[src/rtl/lutram_fifo_pkg.sv]
// Shared core configuration for the LUT-RAM FIFO: default depth and debug-flag enable.
package lutram_fifo_pkg;

    localparam int FIFO_DEPTH_DEFAULT  = 4;
    localparam bit FIFO_DEBUG_FLAGS_EN = 1'b1;

endpackage

[src/rtl/lut_ram.sv]
// Distributed RAM: one synchronous write port, READ_PORTS asynchronous read ports.
module lut_ram #(
    parameter int DEPTH      = 4,
    parameter int WIDTH      = 32,
    parameter int READ_PORTS = 1,
    localparam int AW        = (DEPTH > 1) ? $clog2(DEPTH) : 1
) (
    input  logic             clk_i,
    input  logic             we_i,
    input  logic [AW-1:0]    waddr_i,
    input  logic [WIDTH-1:0] wdata_i,
    input  logic [AW-1:0]    raddr_i [READ_PORTS],
    output logic [WIDTH-1:0] rdata_o [READ_PORTS]
);

    // Contents are intentionally not reset so the array maps onto LUT storage.
    logic [WIDTH-1:0] mem_q [DEPTH];

    always_ff @(posedge clk_i) begin
        if (we_i) begin
            mem_q[waddr_i] <= wdata_i;
        end
    end

    for (genvar g = 0; g < READ_PORTS; g++) begin : g_rd
        assign rdata_o[g] = mem_q[raddr_i[g]];
    end

endmodule

[src/rtl/lutram_fifo.sv]
// First-word fall-through FIFO over a lut_ram; pointers, occupancy and sticky error flags live here.
module lutram_fifo
    import lutram_fifo_pkg::*;
#(
    parameter int WIDTH = 32,
    parameter int DEPTH = FIFO_DEPTH_DEFAULT,
    localparam int AW   = (DEPTH > 1) ? $clog2(DEPTH) : 1,
    localparam int CW   = $clog2(DEPTH) + 1
) (
    input  logic             clk,
    input  logic             rst,
    input  logic             push,
    input  logic [WIDTH-1:0] data_in,
    output logic             full,
    input  logic             pop,
    output logic [WIDTH-1:0] data_out,
    output logic             valid,
    output logic [CW-1:0]    count,
    output logic             overflow,
    output logic             underflow
);

    localparam logic [CW-1:0] FULL_CNT = CW'(DEPTH);

    logic [AW-1:0]    wr_ptr_q, wr_ptr_d;
    logic [AW-1:0]    rd_ptr_q, rd_ptr_d;
    logic [CW-1:0]    count_q,  count_d;
    logic             full_q,   valid_q;
    logic             ovf_q,    ovf_d;
    logic             unf_q,    unf_d;
    logic             push_ok,  pop_ok;
    logic [AW-1:0]    raddr [1];
    logic [WIDTH-1:0] rdata [1];

    // Acceptance uses the registered flags, so a full FIFO drops the push even when a pop is
    // also accepted, and an empty FIFO ignores the pop even when a push is accepted.
    assign push_ok = push && !full_q  && !rst;
    assign pop_ok  = pop  &&  valid_q && !rst;

    always_comb begin
        wr_ptr_d = wr_ptr_q;
        rd_ptr_d = rd_ptr_q;
        ovf_d    = ovf_q;
        unf_d    = unf_q;
        if (push_ok) wr_ptr_d = wr_ptr_q + AW'(1);
        if (pop_ok)  rd_ptr_d = rd_ptr_q + AW'(1);
        count_d  = count_q + CW'(push_ok) - CW'(pop_ok);
        if (FIFO_DEBUG_FLAGS_EN && push && full_q)   ovf_d = 1'b1;
        if (FIFO_DEBUG_FLAGS_EN && pop  && !valid_q) unf_d = 1'b1;
    end

    always_ff @(posedge clk) begin
        if (rst) begin
            wr_ptr_q <= '0;
            rd_ptr_q <= '0;
            count_q  <= '0;
            full_q   <= 1'b0;
            valid_q  <= 1'b0;
            ovf_q    <= 1'b0;
            unf_q    <= 1'b0;
        end else begin
            wr_ptr_q <= wr_ptr_d;
            rd_ptr_q <= rd_ptr_d;
            count_q  <= count_d;
            full_q   <= (count_d == FULL_CNT);
            valid_q  <= (count_d != '0);
            ovf_q    <= ovf_d;
            unf_q    <= unf_d;
        end
    end

    assign raddr[0] = rd_ptr_q;

    lut_ram #(
        .DEPTH      (DEPTH),
        .WIDTH      (WIDTH),
        .READ_PORTS (1)
    ) u_ram (
        .clk_i   (clk),
        .we_i    (push_ok),
        .waddr_i (wr_ptr_q),
        .wdata_i (data_in),
        .raddr_i (raddr),
        .rdata_o (rdata)
    );

    assign data_out  = rdata[0];
    assign full      = full_q;
    assign valid     = valid_q;
    assign count     = count_q;
    assign overflow  = ovf_q;
    assign underflow = unf_q;

endmodule

[config.mk]
export PLATFORM = sky130hd
export DESIGN_NAME = lutram_fifo
export DESIGN_NICKNAME = d
export VERILOG_FILES = /design/src/rtl/lutram_fifo_pkg.sv /design/src/rtl/lut_ram.sv /design/src/rtl/lutram_fifo.sv
export SDC_FILE = /design/constraint.sdc
export NUM_CORES = 1
export LEC_CHECK = 0
export ABC_CLOCK_PERIOD_IN_PS = 3600
export BUFFER_PORTS_ARGS = -buffer_cell sky130_fd_sc_hd__buf_2
export CORE_MARGIN = 2
export CORE_UTILIZATION = 32
export CTS_BUF_LIST = sky130_fd_sc_hd__clkbuf_4 sky130_fd_sc_hd__clkbuf_8 sky130_fd_sc_hd__clkbuf_16
export DETAILED_ROUTE_END_ITERATION = 6
export PLACE_DENSITY = 0.47
export SETUP_SLACK_MARGIN = 0.05
export SYNTH_ARGS = -nofsm -noshare
export SYNTH_HDL_FRONTEND = slang
export SYNTH_SLANG_ARGS = --single-unit
[constraint.sdc]
create_clock -name clk -period 3.6 [get_ports clk]
set_clock_uncertainty 0.2 [all_clocks]
set_input_delay 0.54 -clock clk [delete_from_list [all_inputs] [get_ports clk]]
set_output_delay 0.54 -clock clk [all_outputs]
set_load 0.02 [all_outputs]
==> Word-level counts from Yosys, hierarchy flattened <==
Memories as Yosys holds them, arrays and structs flattened. A register that Yosys moved wholly into a read port is not among the register bits.
Cells that the tools add are included.
{ "totals": {"n_memories": 1, "latch_bits": 0, "rom_bits": 0, "ff_bits": 11, "output_inout_bits": 39, "in_bits": 36, "ramBits": 128, "word_cells": 27} }
{ "classes": {"bitwise": 0, "eq_ne": 1, "order_cmp": 0, "n_reduce_logical": 10, "n_mux": 4, "div_mod_pow": 0, "shifts": 0, "add_sub_neg": 4, "n_mul": 0} }
{ "mem_list": {"columns": ["name", "depth", "width", "rd", "rd_ports_with_merged_regs", "wr", "line", "text"], "rows": [
  ["u_ram.mem_q", 4, 32, 1, 1, 1, "lut_ram.sv:17", "logic [WIDTH-1:0] mem_q [DEPTH];"]
]} }
{ "op_table": {"columns": ["operator", "count"], "rows": [
  ["1-bit logical AND", 6],
  ["2-bit by 1-bit adder with 2-bit output, second input constant", 2],
  ["2-bit 2-to-1 mux", 2],
  ["3-bit by 1-bit adder with 3-bit output", 1],
  ["3-bit equality test, second input constant", 1],
  ["1-bit logical NOT", 3],
  ["3-bit nonzero test", 1],
  ["3-bit by 1-bit subtractor with 3-bit output", 1],
  ["1-bit 2-to-1 mux", 2]
]} }

==> Depth between registers and ports, before layout <==
{ "depth": {"word_depth": 6, "ltp_mapped": 10, "ltp_nobuf": 10} }

==> By module <==
Synthesis repeated with hierarchy kept, for this count alone.
{ "hier_totals": {"hier_cells": 216, "area_unflattened_um2": 5127.4} }
{ "modules_own_cells": {"columns": ["mod", "cells_per_inst", "instances", "area_each_um2", "seq_area_each_um2"], "rows": [
  ["lut_ram", 171, 1, 4689.5, 3843.7],
  ["lutram_fifo", 45, 1, 437.9, 220.2]
]} }

==> Least setup slack after synthesis <==
No wires, ideal clock.
{ "synth_timing": {"kind": "in2reg", "start": "input push", "end": "register valid_q, in the netlist valid", "path_slack_ns": 0.936, "t_arrival_ns": 2.332, "setup_time_ns": 0.132, "stages": 10, "required_time_ns": 3.268, "path_buffers": 0, "cell_sequence": "nor2b_1 nor2b_1 inv_1 ha_1 inv_1 ha_1 fa_1 xnor2_1 xnor2_1 a21oi_1"} }
{ "synth_between": {"elab_chain_len": 5} }
{ "synth_lines": {"columns": ["item", "line", "text"], "rows": [
  ["from (decl)", "lutram_fifo.sv:12", "input logic push,"],
  ["1-bit logical AND (2 in a row)", "lutram_fifo.sv:37", "assign push_ok = push && !full_q && !rst;"],
  ["3-bit by 1-bit adder with 3-bit output", "lutram_fifo.sv:47", "count_d = count_q + CW'(push_ok) - CW'(pop_ok);"],
  ["3-bit by 1-bit subtractor with 3-bit output", "lutram_fifo.sv:47", null],
  ["3-bit nonzero test", "lutram_fifo.sv:66", "valid_q <= (count_d != '0);"],
  ["to (signal assigned)", "lutram_fifo.sv:66", null],
  ["to (decl)", "lutram_fifo.sv:28", "logic full_q, valid_q;"]
]} }
No other way between the ends.
A chain may end at the register's enable or synchronous reset.

==> results.txt <==
The run finished with clean final reports. The cell sitting at the root of the clock tree is a sky130_fd_sc_hd__clkbuf_16. The time the worst path needs with I/O delays and setup is 2.75 ns. The area added between synthesis and finish came out at 23.0%. The synthesized net count came out at 268. The total overflow reported by the global router came out at 0. The core footprint is 15900 sq um. The critical path in this run is classified as flop to output pin. The slack of the worst reg-to-reg path came out at 1.03 ns. The netlist area before placement came out at 5220 sq um. The data arrival time of the critical path is 2.01 ns. After detailed routing, the average wire length per cell comes to 17.6 um. The share of layout cells above drive strength 1 is 0.446.

The worst hold path terminates at u_ram.mem_q[2][15]. The worst-margin pin slew is 0.657 ns. The startpoint of the tightest hold check path is data_in[15].

The synthesized area per cell came out at 23.2 sq um. TritonCTS built the clock tree. The via count of the first global-routing pass is 2612. The worst hold-check slack came out at 0.150 ns. For this run, the post-layout net count is 363. The die area came out at 17300 sq um. The first detailed-routing pass took 4 iterations. On the critical path the largest part of the delay comes from multiplexers.

The number of cells traversed by the worst register-to-register path came out at 10. The synthesized instance count is 225. The number of inserted diodes came out at 0.

The number of cells on the worst hold path is 1. The maximum clock path buffer count is 2. The clock edge transition at the registers on the reported setup and hold paths is 0.05 ns. The number of clock sinks came out at 141. The largest fanout of any net on the critical path is 25.

Traced cell by cell, the critical path runs through buf_12 > mux4_1 > buf_2. The wire length of the first global-routing pass came out at 15000 um. The number of antenna violations at the first check in global routing came to 0. The number of setup buffers added after CTS came out at 0.

The proportion of total power due to net switching is 0.248. The synthesized flop and latch total is 141. After detailed routing, the number of vias per cell comes to 4.47.

Summed over all cells, the static leakage comes to 2.22 nW. The total global-route track usage is 0.120. The final hold violation count is 0. The maximum resistive drop on vdd is 0.371 mV. Setup total negative slack on the finished layout was measured at 0 ns.

Yosys printed 0 warnings. The number of max-slew violations in the final report came to 0. Buffers inserted to repair hold after CTS numbered 0. For this run, the slowest stage of the critical path takes 0.61 ns. The final setup violation count came out at 0. The clock latency on the worst-skew pair is 0.41 ns.

Setup repair after global routing left no endpoint under its margin. The total power divided by cell area is 681 nW/um^2. The die is 132 um wide. The deepest level of the CTS H-tree came out at 4. STA classifies the critical path endpoint as an output pin. The final layout contains routed wiring with a total length of 9670 um. The max-capacitance violation count is 0. The number of routed nets with antenna violations came out at 0. The clock share of power came out at 0.372. The initial detailed-routing violation count is 173. The height of the die came out at 132 um. The worst endpoint required time came out at 2.86 ns. The end of the worst register-to-register path is valid.

For this design, the slowest cell found on the critical path is sky130_fd_sc_hd__mux4_1. The class of the worst hold path is input port to flop. The placer congestion estimate came out at 0.648. For this design the total switching power over the nets is 1.09 mW. For this configuration, the core starts out at a cell density of 0.328. In this run the tightest slew margin relative to its limit is 0.562. The maximum achievable frequency came out at 364 MHz. The number of gates resized after CTS was 0.

The number of buffers and inverters on the critical path is 2. For this run, the register share of the synthesized area comes to 0.787. Of the available clock period, the critical path in the final layout requires 0.763. The worst setup path is launched from a flop. The maximum number of pins on one net before global-route repair came out at 26. The detailed placement HPWL is 6020 um. The total vias in the final route came out at 2449. Clock tree synthesis inserted a total of 17 buffers.

The port buffer count is 74. The number of standard-cell rows in the floorplan is 46. In this run the critical register-to-register path is launched from full. The sequential fraction of design power is 0.457. The internal power contribution came out at 3.28 mW.

The DRC violation count after routing is 0. The layout has 1483 filler cells. The combinational fraction of design power is 0.170.

The count of cell types in the netlist is 22. The I/O pin count came out at 75. The post-placement setup slack is 0.688 ns.

Setup slack closes at 0.852 ns.
## area by class of cell
cell class / instances / area [sq um] / share of cell area
inverter: 7 / 26.3 / 0.00409
multi-input combinational: 69 / 1000 / 0.156
tap: 216 / 270 / 0.0421
clock buffer: 21 / 455 / 0.0710
timing repair buffer: 84 / 458 / 0.0714
clock inverter: 10 / 98.8 / 0.0154
sequential: 141 / 4110 / 0.640
## cells in the final DEF (no fill, tap or decap)
| cell | netlist | routed |
|---|---|---|
| sky130_fd_sc_hd__edfxtp_1 | 128 | 128 |
| sky130_fd_sc_hd__buf_2 | 3 | 74 |
| sky130_fd_sc_hd__mux4_2 | 30 | 30 |
| sky130_fd_sc_hd__clkbuf_16 | 0 | 17 |
| sky130_fd_sc_hd__dfxtp_1 | 13 | 11 |
| sky130_fd_sc_hd__nor2_1 | 10 | 10 |
| sky130_fd_sc_hd__buf_4 | 0 | 9 |
| sky130_fd_sc_hd__inv_1 | 7 | 7 |
| sky130_fd_sc_hd__ha_1 | 6 | 6 |
| sky130_fd_sc_hd__nor2b_1 | 4 | 4 |
| sky130_fd_sc_hd__clkinv_2 | 0 | 4 |
| sky130_fd_sc_hd__clkbuf_4 | 0 | 4 |
| sky130_fd_sc_hd__and2_2 | 0 | 3 |
| sky130_fd_sc_hd__xnor2_1 | 3 | 3 |
| sky130_fd_sc_hd__a21oi_1 | 3 | 3 |
| sky130_fd_sc_hd__clkinv_1 | 0 | 3 |
| sky130_fd_sc_hd__mux4_1 | 2 | 2 |
| sky130_fd_sc_hd__xor2_1 | 2 | 2 |
| sky130_fd_sc_hd__dfxtp_2 | 0 | 2 |
| sky130_fd_sc_hd__bufinv_16 | 0 | 2 |
| sky130_fd_sc_hd__nand2_1 | 1 | 1 |
| sky130_fd_sc_hd__and3b_2 | 0 | 1 |
| sky130_fd_sc_hd__nand3_1 | 1 | 1 |
| sky130_fd_sc_hd__mux2i_1 | 1 | 1 |
| sky130_fd_sc_hd__nor4_1 | 1 | 1 |
| sky130_fd_sc_hd__fa_1 | 1 | 1 |
| sky130_fd_sc_hd__clkinvlp_4 | 0 | 1 |
| sky130_fd_sc_hd__buf_12 | 3 | 1 |
## flip-flops by register name, summed over array words and instances, names as in the netlist, named ones only
name,count
count,3
underflow,1
overflow,1
valid,1
raddr,2
u_ram.mem_q,128
full,1
wr_ptr_q,2
## worst max path at each step
stage	cells past startpoint	slack (ns)	end	startpoint
floorplan	10	0.94	valid	push
global placement	11	0.72	valid	push
detailed placement	11	0.69	valid	push
CTS	3	0.74	data_out[29]	flop
global route	3	0.68	data_out[29]	flop
finish	3	0.85	data_out[29]	flop
## cell usage after synthesis, drive strengths merged
master	n	area share
nor2	10	0.0072
a21oi	3	0.0029
nand3	1	0.00096
mux2i	1	0.0019
buf	7	0.017
xnor2	3	0.0050
and2	3	0.0036
mux4	32	0.14
and3b	1	0.0017
xor2	2	0.0034
edfxtp	128	0.74
nand2	1	0.00072
fa	1	0.0038
clkbuf	1	0.00072
nor4	1	0.0012
ha	6	0.014
inv	7	0.0050
dfxtp	13	0.050
nor2b	4	0.0048
## layer usage
layer	vias to the layer above	track usage	wire, um
met4	0	0.0562	153
met3	13	0.0386	417
met5	-	0	0
met1	1262	0.158	4500
li1	1108	-	-
met2	66	0.180	4600
## power by group through the flow
| stage | registers, mW | clock network (mW) | logic, mW |
|---|---|---|---|
| after detailed placement | 2.03 | 0 | 0.767 |
| after CTS | 2.00 | 1.68 | 0.768 |
| after global routing | 2.02 | 1.75 | 0.815 |
| after global placement | 2.03 | 0 | 0.761 |
| after floorplan | 2.03 | 0 | 0.532 |
| final | 2.00 | 1.63 | 0.744 |
## worst register-to-register path: stages (launching register included)
cell	delay, ns
sky130_fd_sc_hd__dfxtp_1	0.33
sky130_fd_sc_hd__nor2b_1	0.26
sky130_fd_sc_hd__nor2b_1	0.26
sky130_fd_sc_hd__inv_1	0.07
sky130_fd_sc_hd__ha_1	0.27
sky130_fd_sc_hd__inv_1	0.04
sky130_fd_sc_hd__ha_1	0.18
sky130_fd_sc_hd__fa_1	0.38
sky130_fd_sc_hd__xnor2_1	0.15
sky130_fd_sc_hd__xnor2_1	0.23
sky130_fd_sc_hd__a21oi_1	0.10
## through the flow
step | area (sq um) | utilization | cells | power (mW)
3_5_place_dp | 5860 | 0.369 | 517 | 2.80
5_1_grt | 6420 | 0.404 | 548 | 4.58
6_report | 6420 | 0.404 | 548 | 4.37
4_1_cts | 6420 | 0.404 | 548 | 4.45
3_3_place_gp | 5860 | 0.369 | 517 | 2.79
2_1_floorplan | 5220 | - | 225 | 2.56
## kinds of logic (layout without fill, tap and decap cells)
family | after synthesis | after routing | synth area share
flip-flops | 141 | 141 | 0.787
multiplexers | 33 | 33 | 0.141
AND/OR/NAND/NOR | 21 | 21 | 0.0201
buffers and inverters | 15 | 122 | 0.0223
adder cells (fa/ha/maj) | 7 | 7 | 0.0182
XOR/XNOR | 5 | 5 | 0.00839
AO/OA/AOI/OAI | 3 | 3 | 0.00288
No activity file was read; power rests on OpenSTA's default activity.
